### src/rtl/tick_rate_ctrl_pkg.sv
// tick_rate_ctrl_pkg
//   Shared definitions for the tick rate controller: FSM state encodings,
//   rate codes, default divide widths and a small helper for the sweep path.
//   Configuration macro: TICK_SWEEP_EN (see tick_rate_ctrl.sv).
package tick_rate_ctrl_pkg;

  typedef enum logic [1:0] {
    IDLE     = 2'd0,
    PEND     = 2'd1,
    ACK      = 2'd2,
    WAIT_LOW = 2'd3
  } state_t;

  localparam logic [1:0] FREC_0 = 2'b00;
  localparam logic [1:0] FREC_1 = 2'b01;
  localparam logic [1:0] FREC_2 = 2'b10;
  localparam logic [1:0] FREC_3 = 2'b11;

  localparam int BITS_0_DEF      = 5;
  localparam int BITS_1_DEF      = 4;
  localparam int BITS_2_DEF      = 3;
  localparam int BITS_3_DEF      = 2;
  localparam int SWEEP_TICKS_DEF = 8;

  // Sweep steps through the codes in order; code 3 wraps back to code 0.
  function automatic logic [1:0] frec_next(input logic [1:0] frec);
    return frec + 2'd1;
  endfunction

endpackage

### src/rtl/tick_rate_ctrl_if.sv
// tick_rate_ctrl_if
//   Request/status bundle between a rate requester (master) and the tick rate
//   controller (slave).
//   enable      : prescaler run enable
//   req         : rate change request level
//   req_frec    : requested rate code
//   sweep_en    : auto-sweep enable (only meaningful with TICK_SWEEP_EN)
//   ack         : one-cycle pulse, requested rate now active
//   busy        : change pending
//   frec_active : rate code driving the prescaler
//   tick        : one-cycle terminal count pulse
//   out         : 50% square wave
interface tick_rate_ctrl_if;
  logic       enable;
  logic       req;
  logic [1:0] req_frec;
  logic       sweep_en;
  logic       ack;
  logic       busy;
  logic [1:0] frec_active;
  logic       tick;
  logic       out;

  modport master (
    output enable, req, req_frec, sweep_en,
    input  ack, busy, frec_active, tick, out
  );

  modport slave (
    input  enable, req, req_frec, sweep_en,
    output ack, busy, frec_active, tick, out
  );
endinterface

### src/rtl/tick_rate_ctrl_prescaler.sv
// tick_rate_ctrl_prescaler
//   Shared prescaler for all four rates. Count is BITS_0 wide; the terminal
//   count and the square wave bit follow the selected rate code.
//   clk, rst : clock, async active-high reset
//   enable   : 1 runs the counter, 0 holds it at zero
//   frec     : active rate code
//   tick     : enable && count at terminal (combinational from registers)
//   out      : registered square wave, 0 whenever count is 0
module tick_rate_ctrl_prescaler #(
  parameter int BITS_0 = 5,
  parameter int BITS_1 = 4,
  parameter int BITS_2 = 3,
  parameter int BITS_3 = 2
) (
  input  logic       clk,
  input  logic       rst,
  input  logic       enable,
  input  logic [1:0] frec,
  output logic       tick,
  output logic       out
);

  localparam int CW = BITS_0;
  localparam logic [CW-1:0] TERM_0 = CW'((1 << BITS_0) - 1);
  localparam logic [CW-1:0] TERM_1 = CW'((1 << BITS_1) - 1);
  localparam logic [CW-1:0] TERM_2 = CW'((1 << BITS_2) - 1);
  localparam logic [CW-1:0] TERM_3 = CW'((1 << BITS_3) - 1);

  logic [CW-1:0] count;
  logic [CW-1:0] term;
  logic [CW-1:0] next_cnt;
  logic          next_out;
  logic          at_term;

  always_comb begin
    term = TERM_0;
    case (frec)
      2'b00:   term = TERM_0;
      2'b01:   term = TERM_1;
      2'b10:   term = TERM_2;
      default: term = TERM_3;
    endcase
  end

  assign at_term = (count == term);
  assign tick    = enable && at_term;

  always_comb begin
    next_cnt = '0;
    if (enable && !at_term) next_cnt = count + CW'(1);
  end

  // The wave is the top bit of the selected period, taken from the next count
  // so it moves on the same edge as the counter.
  always_comb begin
    next_out = 1'b0;
    case (frec)
      2'b00:   next_out = next_cnt[BITS_0-1];
      2'b01:   next_out = next_cnt[BITS_1-1];
      2'b10:   next_out = next_cnt[BITS_2-1];
      default: next_out = next_cnt[BITS_3-1];
    endcase
  end

  always_ff @(posedge clk or posedge rst) begin
    if (rst) begin
      count <= '0;
      out   <= 1'b0;
    end else begin
      count <= next_cnt;
      out   <= next_out;
    end
  end

endmodule

### src/rtl/tick_rate_ctrl.sv
// tick_rate_ctrl
//   Rate controller for the tick/clock-divider path. A request is latched and
//   applied only at a prescaler wrap (or immediately while the prescaler is
//   stopped), so tick/out never produce a runt or stretched period.
//   clk, rst : clock, async active-high reset
//   bus      : tick_rate_ctrl_if.slave (request, status, tick and out)
//   Macro TICK_SWEEP_EN: when defined, an idle controller with sweep_en=1
//   steps to the next rate code every SWEEP_TICKS ticks without pulsing ack.
//   When undefined the sweep logic is absent and sweep_en is ignored.
//
//   state    | meaning
//   IDLE     | no change pending, waiting for req (or sweep)
//   PEND     | request latched, waiting for wrap or stopped prescaler
//   ACK      | new rate active, ack pulses here (external requests only)
//   WAIT_LOW | waiting for req to drop before accepting another
module tick_rate_ctrl
  import tick_rate_ctrl_pkg::*;
#(
  parameter int BITS_0      = BITS_0_DEF,
  parameter int BITS_1      = BITS_1_DEF,
  parameter int BITS_2      = BITS_2_DEF,
  parameter int BITS_3      = BITS_3_DEF,
  parameter int SWEEP_TICKS = SWEEP_TICKS_DEF
) (
  input logic             clk,
  input logic             rst,
  tick_rate_ctrl_if.slave bus
);

  state_t     state;
  logic [1:0] pend_frec;
  logic [1:0] frec_active;
  logic       ack;
  logic       busy;
  logic       sweep_req;
  logic       sweep_fire;
  logic       tick;
  logic       out;

  tick_rate_ctrl_prescaler #(
    .BITS_0 (BITS_0),
    .BITS_1 (BITS_1),
    .BITS_2 (BITS_2),
    .BITS_3 (BITS_3)
  ) u_prescaler (
    .clk    (clk),
    .rst    (rst),
    .enable (bus.enable),
    .frec   (frec_active),
    .tick   (tick),
    .out    (out)
  );

`ifdef TICK_SWEEP_EN
  localparam int SW = $clog2(SWEEP_TICKS + 1);
  logic [SW-1:0] sweep_cnt;

  assign sweep_fire = (state == IDLE) && bus.sweep_en && !bus.req &&
                      tick && (sweep_cnt == '0);

  // Down-counter of remaining ticks; reloads whenever sweeping is not live.
  always_ff @(posedge clk or posedge rst) begin
    if (rst) begin
      sweep_cnt <= SW'(SWEEP_TICKS - 1);
    end else if ((state != IDLE) || !bus.sweep_en || bus.req || sweep_fire) begin
      sweep_cnt <= SW'(SWEEP_TICKS - 1);
    end else if (tick) begin
      sweep_cnt <= sweep_cnt - SW'(1);
    end
  end
`else
  assign sweep_fire = 1'b0;
`endif

  always_ff @(posedge clk or posedge rst) begin
    if (rst) begin
      state       <= IDLE;
      pend_frec   <= FREC_0;
      frec_active <= FREC_0;
      ack         <= 1'b0;
      busy        <= 1'b0;
      sweep_req   <= 1'b0;
    end else begin
      ack <= 1'b0;
      case (state)
        IDLE: begin
          if (bus.req) begin
            pend_frec <= bus.req_frec;
            sweep_req <= 1'b0;
            busy      <= 1'b1;
            state     <= PEND;
          end else if (sweep_fire) begin
            pend_frec <= frec_next(frec_active);
            sweep_req <= 1'b1;
            busy      <= 1'b1;
            state     <= PEND;
          end
        end
        PEND: begin
          // tick marks the wrap edge; a stopped prescaler is already at zero.
          if (!bus.enable || tick) begin
            frec_active <= pend_frec;
            busy        <= 1'b0;
            ack         <= !sweep_req;
            state       <= ACK;
          end
        end
        ACK: begin
          state <= WAIT_LOW;
        end
        default: begin
          if (!bus.req) state <= IDLE;
        end
      endcase
    end
  end

  assign bus.ack         = ack;
  assign bus.busy        = busy;
  assign bus.frec_active = frec_active;
  assign bus.tick        = tick;
  assign bus.out         = out;

endmodule
### src/flat_wrapper.sv
// flat-port wrapper written by rule: the top's interface ports become plain ports
module tick_rate_ctrl_flat import tick_rate_ctrl_pkg::*;
#(
  parameter int BITS_0      = BITS_0_DEF,
  parameter int BITS_1      = BITS_1_DEF,
  parameter int BITS_2      = BITS_2_DEF,
  parameter int BITS_3      = BITS_3_DEF,
  parameter int SWEEP_TICKS = SWEEP_TICKS_DEF
)
  (clk, rst, bus_enable, bus_req, bus_req_frec, bus_sweep_en, bus_ack, bus_busy, bus_frec_active, bus_tick, bus_out);
  tick_rate_ctrl_if bus_i ();
  input logic clk;
  input logic rst;
  input wire logic [$bits(bus_i.enable)-1:0] bus_enable;
  input wire logic [$bits(bus_i.req)-1:0] bus_req;
  input wire logic [$bits(bus_i.req_frec)-1:0] bus_req_frec;
  input wire logic [$bits(bus_i.sweep_en)-1:0] bus_sweep_en;
  output wire logic [$bits(bus_i.ack)-1:0] bus_ack;
  output wire logic [$bits(bus_i.busy)-1:0] bus_busy;
  output wire logic [$bits(bus_i.frec_active)-1:0] bus_frec_active;
  output wire logic [$bits(bus_i.tick)-1:0] bus_tick;
  output wire logic [$bits(bus_i.out)-1:0] bus_out;
  assign bus_i.enable = bus_enable;
  assign bus_i.req = bus_req;
  assign bus_i.req_frec = bus_req_frec;
  assign bus_i.sweep_en = bus_sweep_en;
  assign bus_ack = bus_i.ack;
  assign bus_busy = bus_i.busy;
  assign bus_frec_active = bus_i.frec_active;
  assign bus_tick = bus_i.tick;
  assign bus_out = bus_i.out;
  tick_rate_ctrl #(.BITS_0(BITS_0), .BITS_1(BITS_1), .BITS_2(BITS_2), .BITS_3(BITS_3), .SWEEP_TICKS(SWEEP_TICKS)) u_core (.clk(clk), .rst(rst), .bus(bus_i));
endmodule
### config.mk
export PLATFORM = sky130hd
export DESIGN_NAME = tick_rate_ctrl_flat
export DESIGN_NICKNAME = d
export VERILOG_FILES = /design/src/rtl/tick_rate_ctrl_pkg.sv /design/src/rtl/tick_rate_ctrl_if.sv /design/src/rtl/tick_rate_ctrl_prescaler.sv /design/src/rtl/tick_rate_ctrl.sv /design/src/flat_wrapper.sv
export SDC_FILE = /design/constraint.sdc
export NUM_CORES = 1
export LEC_CHECK = 0
export CAP_MARGIN = 20
export CELL_PAD_IN_SITES_DETAIL_PLACEMENT = 0
export CELL_PAD_IN_SITES_GLOBAL_PLACEMENT = 1
export CORE_MARGIN = 5
export CORE_UTILIZATION = 30
export DETAILED_ROUTE_END_ITERATION = 7
export GPL_TIMING_DRIVEN = 0
export PLACE_DENSITY = 0.56
export SLEW_MARGIN = 20
export SYNTH_ARGS = -nofsm -noshare
export SYNTH_HDL_FRONTEND = slang
export SYNTH_HIERARCHICAL = 1
export SYNTH_SLANG_ARGS = --single-unit
export TNS_END_PERCENT = 10
### constraint.sdc
create_clock -name clk -period 4.5 [get_ports clk]
set_input_delay 1.35 -clock clk [delete_from_list [all_inputs] [get_ports clk]]
set_output_delay 1.35 -clock clk [all_outputs]
set_load 0.005 [all_outputs]
======== After elaboration in Yosys (flattened, before gate mapping) ========
Index checks and enable logic that the tools add are counted.
cells by class
  mux-type cells .......................... 12
  add/sub/neg operators ................... 1
  equality and inequality tests ........... 8
  reduce and logical (&&, ||, !) cells .... 12
operators by type and width
  operator                                       number
  case mux 5 bit (3 select lines)                1
  2-to-1 mux 2 bit                               3
  case mux 2 bit (3 select lines)                1
  AND reduction 3 bit                            2
  adder 5 x 1 -> 5 bit, second input constant    1
  == test 5 bit                                  1
  2-to-1 mux 5 bit                               1
  == test 2 x 1 -> 1 bit, second input constant  2
  == test 2 bit, second input constant           2
  zero test 2 bit                                2
  2-to-1 mux 1 bit                               4
  != test 4 x 1 -> 1 bit, second input constant  1
  AND reduction 2 bit                            2
  case mux 1 bit (3 select lines)                1
  logical AND 1 bit                              2
  zero test 1 bit                                2
  != test 2 x 1 -> 1 bit, second input constant  1
  != test 2 bit, second input constant           1
  case mux 1 bit (2 select lines)                1
  nonzero test 2 bit                             1
  logical OR 1 bit                               1
storage, ports and cells
  output and inout port bits .............. 6
  logic and storage cells ................. 40
  flip-flop bits (word level) ............. 14
  input bits .............................. 7

======== Logic depth before layout (Yosys ltp) ========
  word-level depth ........................ 7
  gate-level depth with buffers ........... 7
  mapped depth without buffers ............ 7

======== By module ========
The synthesis kept the hierarchy.
by module, submodules not included
  module                    area each (um^2)  instances  seq. area each (um^2)  cells each
  tick_rate_ctrl            400.4             1          200.2                  33
  tick_rate_ctrl_prescaler  370.4             1          150.1                  37

======== Worst setup path before layout ========
No wires, ideal clock.
  path kind ............................... input-to-output
  from .................................... in bus_enable
  to ...................................... out bus_tick
  slack ................................... 1590 ps
  data required time ...................... 3150 ps
  stages on the path ...................... 2
  buffers on the path ..................... 0
  data arrival time ....................... 1560 ps
  cell sequence ........................... inv_1 > a31oi_1
on the way
  word-level cells in the longest chain between the ends .. 1
RTL lines
  element            RTL line                        RTL
  start, declared    flat_wrapper.sv:14              input wire logic [$bits(bus_i.enable)-1:0] bus_enable;
  logical AND 1 bit  tick_rate_ctrl_prescaler.sv:46  assign tick = enable && at_term;
  end, declared      flat_wrapper.sv:21              output wire logic [$bits(bus_i.tick)-1:0] bus_tick;
No other way between the ends.

======== Worst setup path in the final report ========
Ends and elaborated chain as after synthesis.

==> results.json <==
{
  "critical_path.cell_chain": "clkdlybuf4s50_1 -> inv_1 -> a31oi_1 -> clkdlybuf4s50_1",
  "fillers": 265,
  "synthFlopType": "dfrtp_1",
  "synth-edff-count": 0,
  "initial_core_util": 0.3111,
  "clockRootBuffer": "clkbuf_4",
  "top_usage_layer": "met1",
  "syn_area_sq_um": 770.7,
  "grt_pass1_wl_um": 2318,
  "worst_slew_pin_slew_ns": 0.3028,
  "multi_input_area_sq_um": 390.4,
  "syn_inst": 70,
  "die_w_um": 60.69,
  "final_common_cell": "dfrtp_1",
  "cp-end-kind": "output port",
  "yosys_warnings": 6,
  "fmax_ghz": 0.2491,
  "synth_area_leader_cell": "dfrtp_1",
  "num_rows": 18,
  "power_density_nw_per_um2": 511.2,
  "hold_class": "flop to flop",
  "fin_cells": 115,
  "max_stage_delay_ns": 0.54,
  "vdd_drop_max_mv": 0.2312,
  "grtUsageTotal": 0.08644,
  "route.detailed.drc": 0,
  "core_area_sq_um": 2477,
  "first_iter_violations": 8,
  "period_share": 0.8922,
  "cts_buffers": 3,
  "grt_start_max_net_pins": 10,
  "min_period_ns": 4.015,
  "cp_slowest_cell": "clkdlybuf4s50_1",
  "clk_latency_ns": 0.28,
  "port_buffers": 11,
  "tritoncts": "built",
  "yosysSeqAreaShare": 0.4545,
  "regArea_sq_um": 350.3,
  "layout_common_cells": "dfrtp_1 (14), clkdlybuf4s50_1 (11), inv_1 (8)",
  "ys_seq_elements": 14,
  "whs_ns": 0.4685,
  "critPathTopFamily": "buffers and inverters",
  "crit_path_start_kind": "input port",
  "rrSetupSlack_ns": 2.41,
  "antenna_found_initial": 0,
  "vias_per_cell": 4.574,
  "postCtsSetupBuffers": 0,
  "synth_cell_type_count": 27,
  "drive_above_1_share": 0.1294,
  "area.growth.synth_to_final_pct": 23.86,
  "cap_viol_max_count": 0,
  "drt-pass1-iter-count": 3,
  "clockBufferDepth": 2,
  "finalPower_mw": 0.4880,
  "synth_nets": 82,
  "cpMostUsedCell": "clkdlybuf4s50_1",
  "leakage_nw": 0.4518,
  "synthArstFlopShare": 1.000,
  "drtAntennaViolNets": 0,
  "avgSynthCellArea_sq_um": 11.01,
  "use_met3": 0.01277,
  "gp_congestion": 0.6710,
  "grt_util_met2": 0.1191,
  "dp_cells": 111,
  "overflow": 0,
  "wire_per_inst_um": 11.16,
  "grt_use_met1": 0.1209,
  "ctsResizeCount": 0,
  "die_y_um": 60.69,
  "slew_headroom": 0.7979,
  "synth_top_area_share": 0.4545,
  "rsz0062_at_grt": "no",
  "place_area_sq_um": 918.4,
  "critPathBufInv": 3,
  "cts_hold_buffers": 0,
  "grt_pass1_vias": 543,
  "io-pin-count": 13,
  "place_hpwl_um": 1004,
  "hold_viol_final": 0,
  "netlist_top_cells_area": "dfrtp_1 (45%), ha_1 (8.1%), mux2_1 (4.4%)",
  "cp.required_ns": 3.15,
  "slew_viol_final": 0,
  "cp_max_fo": 3,
  "setup_viol": 0,
  "clkTransAtPathRegs_ns": 0.08,
  "tns_ns": 0,
  "finClkSkew_ns": 0.005021,
  "antenna_cells": 0,
  "fin_nets": 98,
  "status": "complete, no violations",
  "die_area_sq_um": 3683,
  "fin_area_sq_um": 954.7,
  "routed_wl_um": 1283,
  "path_class": "input port to output port",
  "htreeDepth": 1,
  "vias": 526,
  "clkSinkCount": 14,
  "crit_arrival_ns": 2.67
}
## synthesized netlist by cell type (2+ instances only)
library cell and n:
dfrtp_1 14, ha_1 5, inv_1 8, mux2_1 3
mux2_2 2, nand2_1 3, nand2b_1 2, nand3_1 2
nor2_1 7, nor2b_1 4, o21ai_0 3, xnor2_1 2
## logic make-up (layout without fill, tap and decap cells)
logic type | count (synthesis) | in the layout | share of synthesized area
and+or+nand+nor | 24 | 24 | 0.1916
DFF | 14 | 14 | 0.4546
AOI/OAI and AO/OA | 11 | 11 | 0.1266
buffers and inverters | 8 | 23 | 0.03896
adders and majority gates | 5 | 5 | 0.08117
muxes | 5 | 5 | 0.07305
xor gates and xnor gates | 3 | 3 | 0.03410
## path summary, 6_finish.rpt
kind                                             start                     endpoint  depth (start not counted)
hold / removal             u_core/u_prescaler/count[0]  u_core/u_prescaler/count[0]                          1
hold reg to reg            u_core/u_prescaler/count[0]  u_core/u_prescaler/count[0]                          1
max in group asynchronous                          rst              u_core/state[1]                          2
setup / recovery                            bus_enable                     bus_tick                          4
min in group asynchronous                          rst       u_core/u_prescaler/out                          2
setup reg to reg           u_core/u_prescaler/count[0]              u_core/state[1]                          7
## state kept, by name, indices dropped and copies added, names as in the netlist
register                  count
u_core/bus.ack                1
u_core/bus.busy               1
u_core/bus.frec_active        2
u_core/pend_frec              2
u_core/state                  2
u_core/u_prescaler/count      5
u_core/u_prescaler/out        1
## per-layer routing
metal	wire [um]	vias to the layer above
met1	660	243
met5	0	-
met2	551	10
met3	54	2
li1	-	271
met4	16	0
## final cells by class
| cell class | instances | share of cell area |
|---|---|---|
| repair buffers | 11 | 0.1153 |
| clock buffers | 4 | 0.03801 |
| inverters | 8 | 0.03145 |
| flip-flops and latches | 14 | 0.3670 |
| multi-input cells | 48 | 0.4089 |
| well taps | 30 | 0.03932 |
## where the power goes
group          internal (mW)  total (mW)  switching (mW)
combinational          0.113       0.193          0.0800
clock                 0.0492      0.0887          0.0395
sequential             0.166       0.207          0.0404
## per-stage QoR
stage,util,worst slack (ns)
floorplan,-,1.590
global placement,0.3707,0.5052
detailed placement,0.3707,0.4754
CTS,0.3854,0.4670
global route,0.3854,0.4089
finish,0.3854,0.4849
Power figures use the tool's default switching activity.
